### config.mk
export PLATFORM = sky130hd
export DESIGN_NAME = rom_arbiter_flat
export DESIGN_NICKNAME = d
export VERILOG_FILES = /design/src/rtl/rom_arbiter_if.sv /design/src/rtl/rom_arbiter.sv /design/src/flat_wrapper.sv
export SDC_FILE = /design/constraint.sdc
export NUM_CORES = 1
export LEC_CHECK = 0
export BUFFER_PORTS_ARGS = -buffer_cell sky130_fd_sc_hd__buf_2
export CORE_UTILIZATION = 41
export CTS_CLUSTER_SIZE = 20
export DETAILED_ROUTE_END_ITERATION = 8
export GPL_ROUTABILITY_DRIVEN = 0
export PLACE_DENSITY = 0.79
export SLEW_MARGIN = 30
export SYNTH_ARGS = -nofsm -noshare
export SYNTH_HDL_FRONTEND = slang
export SYNTH_SLANG_ARGS = --single-unit
### constraint.sdc
create_clock -name clk -period 1.44 [get_ports clk]
set_input_delay 0.072 -clock clk [delete_from_list [all_inputs] [get_ports clk]]
set_output_delay 0.072 -clock clk [all_outputs]
set_load 0.01 [all_outputs]
### src/rtl/rom_arbiter_if.sv
// Request/response and ROM-side signal bundle for rom_arbiter.
// slave = the arbiter; master = the requesters together with the ROM instance.
interface rom_arbiter_if #(
    parameter int Width     = 32,
    parameter int AddrWidth = 30
);
    logic [1:0]             req_valid;
    logic [1:0]             req_ready;
    logic [2*AddrWidth-1:0] req_addr;
    logic [1:0]             resp_valid;
    logic [1:0]             resp_ready;
    logic [Width-1:0]       resp_data;
    logic                   resp_err;
    logic [AddrWidth-1:0]   rom_addr;
    logic [Width-1:0]       rom_data;
    logic                   rom_reset;

    modport slave (
        input  req_valid, req_addr, resp_ready, rom_data,
        output req_ready, resp_valid, resp_data, resp_err, rom_addr, rom_reset
    );

    modport master (
        output req_valid, req_addr, resp_ready, rom_data,
        input  req_ready, resp_valid, resp_data, resp_err, rom_addr, rom_reset
    );
endinterface

### src/rtl/rom_arbiter.sv
// Two-port arbiter sharing one synchronous-read ROM, one read in flight at a time.
// Define ROM_ARB_FIXED_PRIO_EN for fixed port-0 priority instead of round-robin.
module rom_arbiter #(
    parameter int Width     = 32,
    parameter int Depth     = 32,
    parameter int AddrWidth = 30
) (
    input  logic        clk,
    input  logic        reset_n,
    rom_arbiter_if.slave bus
);
    typedef enum logic [1:0] {
        IDLE,
        CAPTURE,
        RESP
    } state_t;

    state_t               r_state;
    logic                 r_owner;
    logic                 r_err;
    logic [AddrWidth-1:0] r_rom_addr;
    logic [1:0]           r_resp_valid;
    logic [Width-1:0]     r_resp_data;
    logic                 r_resp_err;
`ifndef ROM_ARB_FIXED_PRIO_EN
    logic                 r_last_grant;
`endif

    logic                 w_grant;
    logic                 w_accept;
    logic [AddrWidth-1:0] w_addr;

    always_comb begin
        w_grant = 1'b0;
        case (bus.req_valid)
            2'b01:   w_grant = 1'b0;
            2'b10:   w_grant = 1'b1;
`ifdef ROM_ARB_FIXED_PRIO_EN
            2'b11:   w_grant = 1'b0;
`else
            2'b11:   w_grant = ~r_last_grant;
`endif
            default: w_grant = 1'b0;
        endcase
    end

    assign w_addr   = w_grant ? bus.req_addr[AddrWidth +: AddrWidth]
                              : bus.req_addr[0 +: AddrWidth];
    assign w_accept = reset_n && (r_state == IDLE) && bus.req_valid[w_grant];

    // Ready and ROM address are combinational so a request can be taken in its first cycle.
    assign bus.req_ready  = w_accept ? (w_grant ? 2'b10 : 2'b01) : 2'b00;
    assign bus.rom_addr   = !reset_n ? '0 : (w_accept ? w_addr : r_rom_addr);
    assign bus.rom_reset  = ~reset_n;
    assign bus.resp_valid = r_resp_valid;
    assign bus.resp_data  = r_resp_data;
    assign bus.resp_err   = r_resp_err;

    always_ff @(posedge clk) begin
        if (!reset_n) begin
            r_state      <= IDLE;
            r_owner      <= 1'b0;
            r_err        <= 1'b0;
            r_rom_addr   <= '0;
            r_resp_valid <= 2'b00;
            r_resp_data  <= '0;
            r_resp_err   <= 1'b0;
`ifndef ROM_ARB_FIXED_PRIO_EN
            r_last_grant <= 1'b1;
`endif
        end else begin
            case (r_state)
                IDLE: begin
                    if (w_accept) begin
                        r_owner      <= w_grant;
                        r_err        <= (w_addr >= AddrWidth'(Depth));
                        r_rom_addr   <= w_addr;
`ifndef ROM_ARB_FIXED_PRIO_EN
                        r_last_grant <= w_grant;
`endif
                        r_state      <= CAPTURE;
                    end
                end
                CAPTURE: begin
                    // ROM output for an out-of-range address is meaningless, so it is masked.
                    r_resp_data  <= r_err ? '0 : bus.rom_data;
                    r_resp_err   <= r_err;
                    r_resp_valid <= r_owner ? 2'b10 : 2'b01;
                    r_state      <= RESP;
                end
                RESP: begin
                    if (bus.resp_ready[r_owner]) begin
                        r_resp_valid <= 2'b00;
                        r_resp_err   <= 1'b0;
                        r_state      <= IDLE;
                    end
                end
                default: r_state <= IDLE;
            endcase
        end
    end
endmodule

### src/flat_wrapper.sv
// flat-port wrapper written by rule: the top's interface ports become plain ports
module rom_arbiter_flat 
#(
    parameter int Width     = 32,
    parameter int Depth     = 32,
    parameter int AddrWidth = 30
)
  (clk, reset_n, bus_req_valid, bus_req_addr, bus_resp_ready, bus_rom_data, bus_req_ready, bus_resp_valid, bus_resp_data, bus_resp_err, bus_rom_addr, bus_rom_reset);
  rom_arbiter_if #(.Width(Width), .AddrWidth(AddrWidth)) bus_i ();
  input  logic clk;
  input  logic reset_n;
  input wire logic [$bits(bus_i.req_valid)-1:0] bus_req_valid;
  input wire logic [$bits(bus_i.req_addr)-1:0] bus_req_addr;
  input wire logic [$bits(bus_i.resp_ready)-1:0] bus_resp_ready;
  input wire logic [$bits(bus_i.rom_data)-1:0] bus_rom_data;
  output wire logic [$bits(bus_i.req_ready)-1:0] bus_req_ready;
  output wire logic [$bits(bus_i.resp_valid)-1:0] bus_resp_valid;
  output wire logic [$bits(bus_i.resp_data)-1:0] bus_resp_data;
  output wire logic [$bits(bus_i.resp_err)-1:0] bus_resp_err;
  output wire logic [$bits(bus_i.rom_addr)-1:0] bus_rom_addr;
  output wire logic [$bits(bus_i.rom_reset)-1:0] bus_rom_reset;
  assign bus_i.req_valid = bus_req_valid;
  assign bus_i.req_addr = bus_req_addr;
  assign bus_i.resp_ready = bus_resp_ready;
  assign bus_i.rom_data = bus_rom_data;
  assign bus_req_ready = bus_i.req_ready;
  assign bus_resp_valid = bus_i.resp_valid;
  assign bus_resp_data = bus_i.resp_data;
  assign bus_resp_err = bus_i.resp_err;
  assign bus_rom_addr = bus_i.rom_addr;
  assign bus_rom_reset = bus_i.rom_reset;
  rom_arbiter #(.Width(Width), .Depth(Depth), .AddrWidth(AddrWidth)) u_core (.clk(clk), .reset_n(reset_n), .bus(bus_i));
endmodule
==> reports/results.tsv <==
stage	metric	value	unit
detailed_routing	first_iter_violations	126	
die	placementRows	31	
outcome	status	finished, violations left	
die	initial_utilization	43.19	%
synth	synth_fp_nets	468	
global_routing	grtUsageMet1	28.74	%
flow_run	drv_cap	0	
cells_and_area	synthToLayoutAreaGrowth	55.82	%
timing	final.setup.tns	-16.72	ns
worst_setup_path	crit_path_frequent_cell	buf_12	
synth	synthCells	370	
clock_network	clock_sinks	70	
global_routing	grt_most_used_layer	met2	
placement	dp.final_hpwl	6698	um
timing	min_period	1.991	ns
cells_and_area	final_util	67.30	%
synth	synth.avg_cell_area	8.603	um2
worst_setup_path	critPathTopFamily	simple AND/OR/NAND/NOR gates	
global_routing	grt_max_degree	78	
timing	setup_viol_count_final	60	
synth	synth_area	0.003183	mm2
clock_network	htree_levels	3	
worst_setup_path	worstPathRequired	1.37	ns
die	die_y	90.11	um
global_routing	grt_pass1_vias	3266	
detailed_routing	totalWireLength	10210	um
worst_setup_path	reg2regPathDepth	6	
worst_setup_path	arrival	1.92	ns
detailed_routing	vias	3522	
hold_path	hold_path_end	u_core.r_rom_addr[5]	
synth	ys_ff_latch	70	
global_routing	met3_usage	6.345	%
cells_and_area	nets	652	
hold_path	holdPathStages	3	
global_routing	overflow	0	
worst_setup_path	cp_num_buf_inv	4	
worst_setup_path	critPathMaxStageDelay	0.52	ns
die	die-area	0.008120	mm2
synth	yosys_warnings	0	
worst_setup_path	worst-r2r-setup-slack	-0.20	ns
worst_setup_path	path_cells	or4_4 -> inv_8 -> buf_12 -> buf_12 -> nor2_1 -> a211oi_2 -> buf_2	
worst_setup_path	cp-start-kind	flip-flop	
cells_and_area	layout_commonest_cell	buf_2	
timing	fin_skew	0.009617	ns
hold_path	min-delay-start	bus_req_addr[5]	
clock_network	clk_path_buf_depth	2	
die	core	0.007370	mm2
global_routing	grt_use_met2	40.33	%
detailed_routing	dr.pass1.iters	4	
clock_network	hold_buffers	0	
clock_network	clk_latency	0.34	ns
placement	place_ws	-0.1708	ns
die	ios	166	
detailed_routing	ant_nets	0	
clock_network	clock-root-buffer	clkbuf_8	
timing	hold_ws	0.05418	ns
cells_and_area	layout-drive-gt1-share	50.81	%
cells_and_area	diodes	0	
power_and_ir_drop	peakVddDrop	588.0	uV
die	die_w	90.11	um
timing	rsz0062_at_grt	yes	
synth	synth.area.top_cells	dfxtp_1 (44%), a211oi_1 (9.9%), mux2i_1 (9.7%)	
worst_setup_path	cp-startpoint	u_core.r_state[1]	
cells_and_area	layout_common_cells	buf_2 (165), dfxtp_1 (68), nor2_1 (45)	
timing	finalCritPeriodShare	138.3	%
worst_setup_path	worst_setup_path_end_kind	primary output	
timing	fmax	502.2	MHz
power_and_ir_drop	p_per_area	1057	mW/mm2
timing	hold_violations	0	
worst_setup_path	crit_type	reg -> out	
placement	io_buffers	165	
clock_network	cts_tree	built	
power_and_ir_drop	power.leakage	2.198	nW
hold_path	hold_path_class	in -> reg	
outcome	violations	setup timing	
synth	yosysTopAreaCell	dfxtp_1	
detailed_routing	drc_errors	0	
global_routing	grt_usage	23.90	%
timing	worst_slew_pin_slew	0.9004	ns
detailed_routing	wl_per_cell	15.52	um
synth	ys_seq_area_share	44.03	%
clock_network	path_clk_slew	0.07	ns
cells_and_area	fill_cells	586	
synth	synth.distinct_cells	26	
clock_network	cts_buffers	9	
timing	setup_slack	-0.5512	ns
worst_setup_path	crit_path_top_delay_cell	or4_4	
global_routing	grt_pass1_wl	15480	um
detailed_routing	routed_via_density	5.353	
synth	yosysTopAreaCellShare	44.03	%
worst_setup_path	path_max_fanout	5	
worst_setup_path	reg2reg_from	u_core.r_state[1]	
timing	finalMaxSlewViolations	0	
timing	relSlewSlack	39.98	%
worst_setup_path	reg2reg_to	u_core.r_rom_addr[13]	
global_routing	antenna_found_initial	0	
==> final cells by class <==
type                    count  area, um2  share of cell area, %
clock buffers              10      137.6                  2.775
clock inverters             6      61.31                  1.236
inverters                   4      22.52                 0.4541
multi-input cells         262       1867                  37.64
flip-flops and latches     70       1404                  28.30
well taps                  99      123.9                  2.497
repair buffers            207       1344                  27.09
==> worst max-delay path by stage <==
stage,depth (start not counted),slack (ns),to
floorplan,3,0.01,bus_rom_addr[12]
global placement,6,-0.14,bus_rom_addr[11]
detailed placement,6,-0.17,bus_rom_addr[11]
CTS,6,-0.52,bus_rom_addr[11]
global route,7,-0.64,bus_rom_addr[14]
finish,7,-0.55,bus_rom_addr[14]
==> sequential cells by signal, summed over array words and instances (netlist names) <==
signal / cells
u_core.bus.resp_data: 32
u_core.r_rom_addr: 30
u_core.bus.resp_valid: 2
u_core.r_state: 2
u_core.bus.resp_err: 1
u_core.r_err: 1
u_core.r_last_grant: 1
u_core.r_owner: 1
==> per-stage QoR <==
step,cell area [um2],instances,power [mW]
final,4960,658,5.241
after global routing,4960,658,5.493
after CTS,4785,655,5.152
after detailed placement,4380,628,3.426
after global placement,4380,628,3.387
after floorplan,3316,370,2.918
==> worst register-to-register path: stages, from the launching register on <==
cell and delay (ns):
dfxtp_2 0.33, or4_4 0.52, inv_8 0.10, buf_12 0.12, buf_12 0.11, nor2_1 0.06
a211oi_1 0.29
==> per-layer routing <==
layer / vias up / part of all wire, %
met5: - / 0
met4: 0 / 2.8
met3: 27 / 7.2
met2: 181 / 47
met1: 1597 / 43
li1: 1717 / -
==> power by group <==
group          total (mW)  internal [mW]  leakage, nW  switching (mW)
clock                1.61          0.841        0.102           0.766
combinational        1.46          0.682         1.52           0.781
sequential           2.17           2.10        0.574          0.0760
==> kinds of logic (layout without fill, tap and decap cells) <==
logic type | count (synthesis) | count (layout) | share of synthesized area (%)
and+or+nand+nor | 124 | 124 | 20.36
DFF | 70 | 70 | 44.03
buffers and inverters | 38 | 227 | 5.071
AOI/OAI and AO/OA | 106 | 106 | 20.44
muxes | 32 | 32 | 10.10
==> what timing repair did <==
| action | CTS | global route |
|---|---|---|
| buffers inserted | 9 | 2 |
| pin swaps | 4 | 4 |
| gates resized for setup | 21 | 39 |
| gates cloned | 2 | 2 |
| setup endpoints to repair | 54 | 73 |
==> Yosys cell counts <==
| library cell | n |
|---|---|
| dfxtp_1 | 70 |
| nor2_1 | 59 |
| a211oi_1 | 42 |
| a21oi_1 | 38 |
| nor3b_1 | 32 |
| mux2i_1 | 31 |
| clkbuf_1 | 21 |
| o21ai_0 | 21 |
| nand3_1 | 10 |
| nor4_1 | 10 |
| buf_2 | 9 |
| nand2_1 | 4 |
| nand4_1 | 3 |
| buf_1 | 2 |
| buf_4 | 2 |
| inv_1 | 2 |
| inv_2 | 2 |
| nand2b_1 | 2 |
| nor3_1 | 2 |
| o221ai_1 | 2 |
| a21boi_0 | 1 |
| a311oi_1 | 1 |
| a31oi_1 | 1 |
| and2_1 | 1 |
| mux2_2 | 1 |
| or4_4 | 1 |
Power figures use the tool's default switching activity.
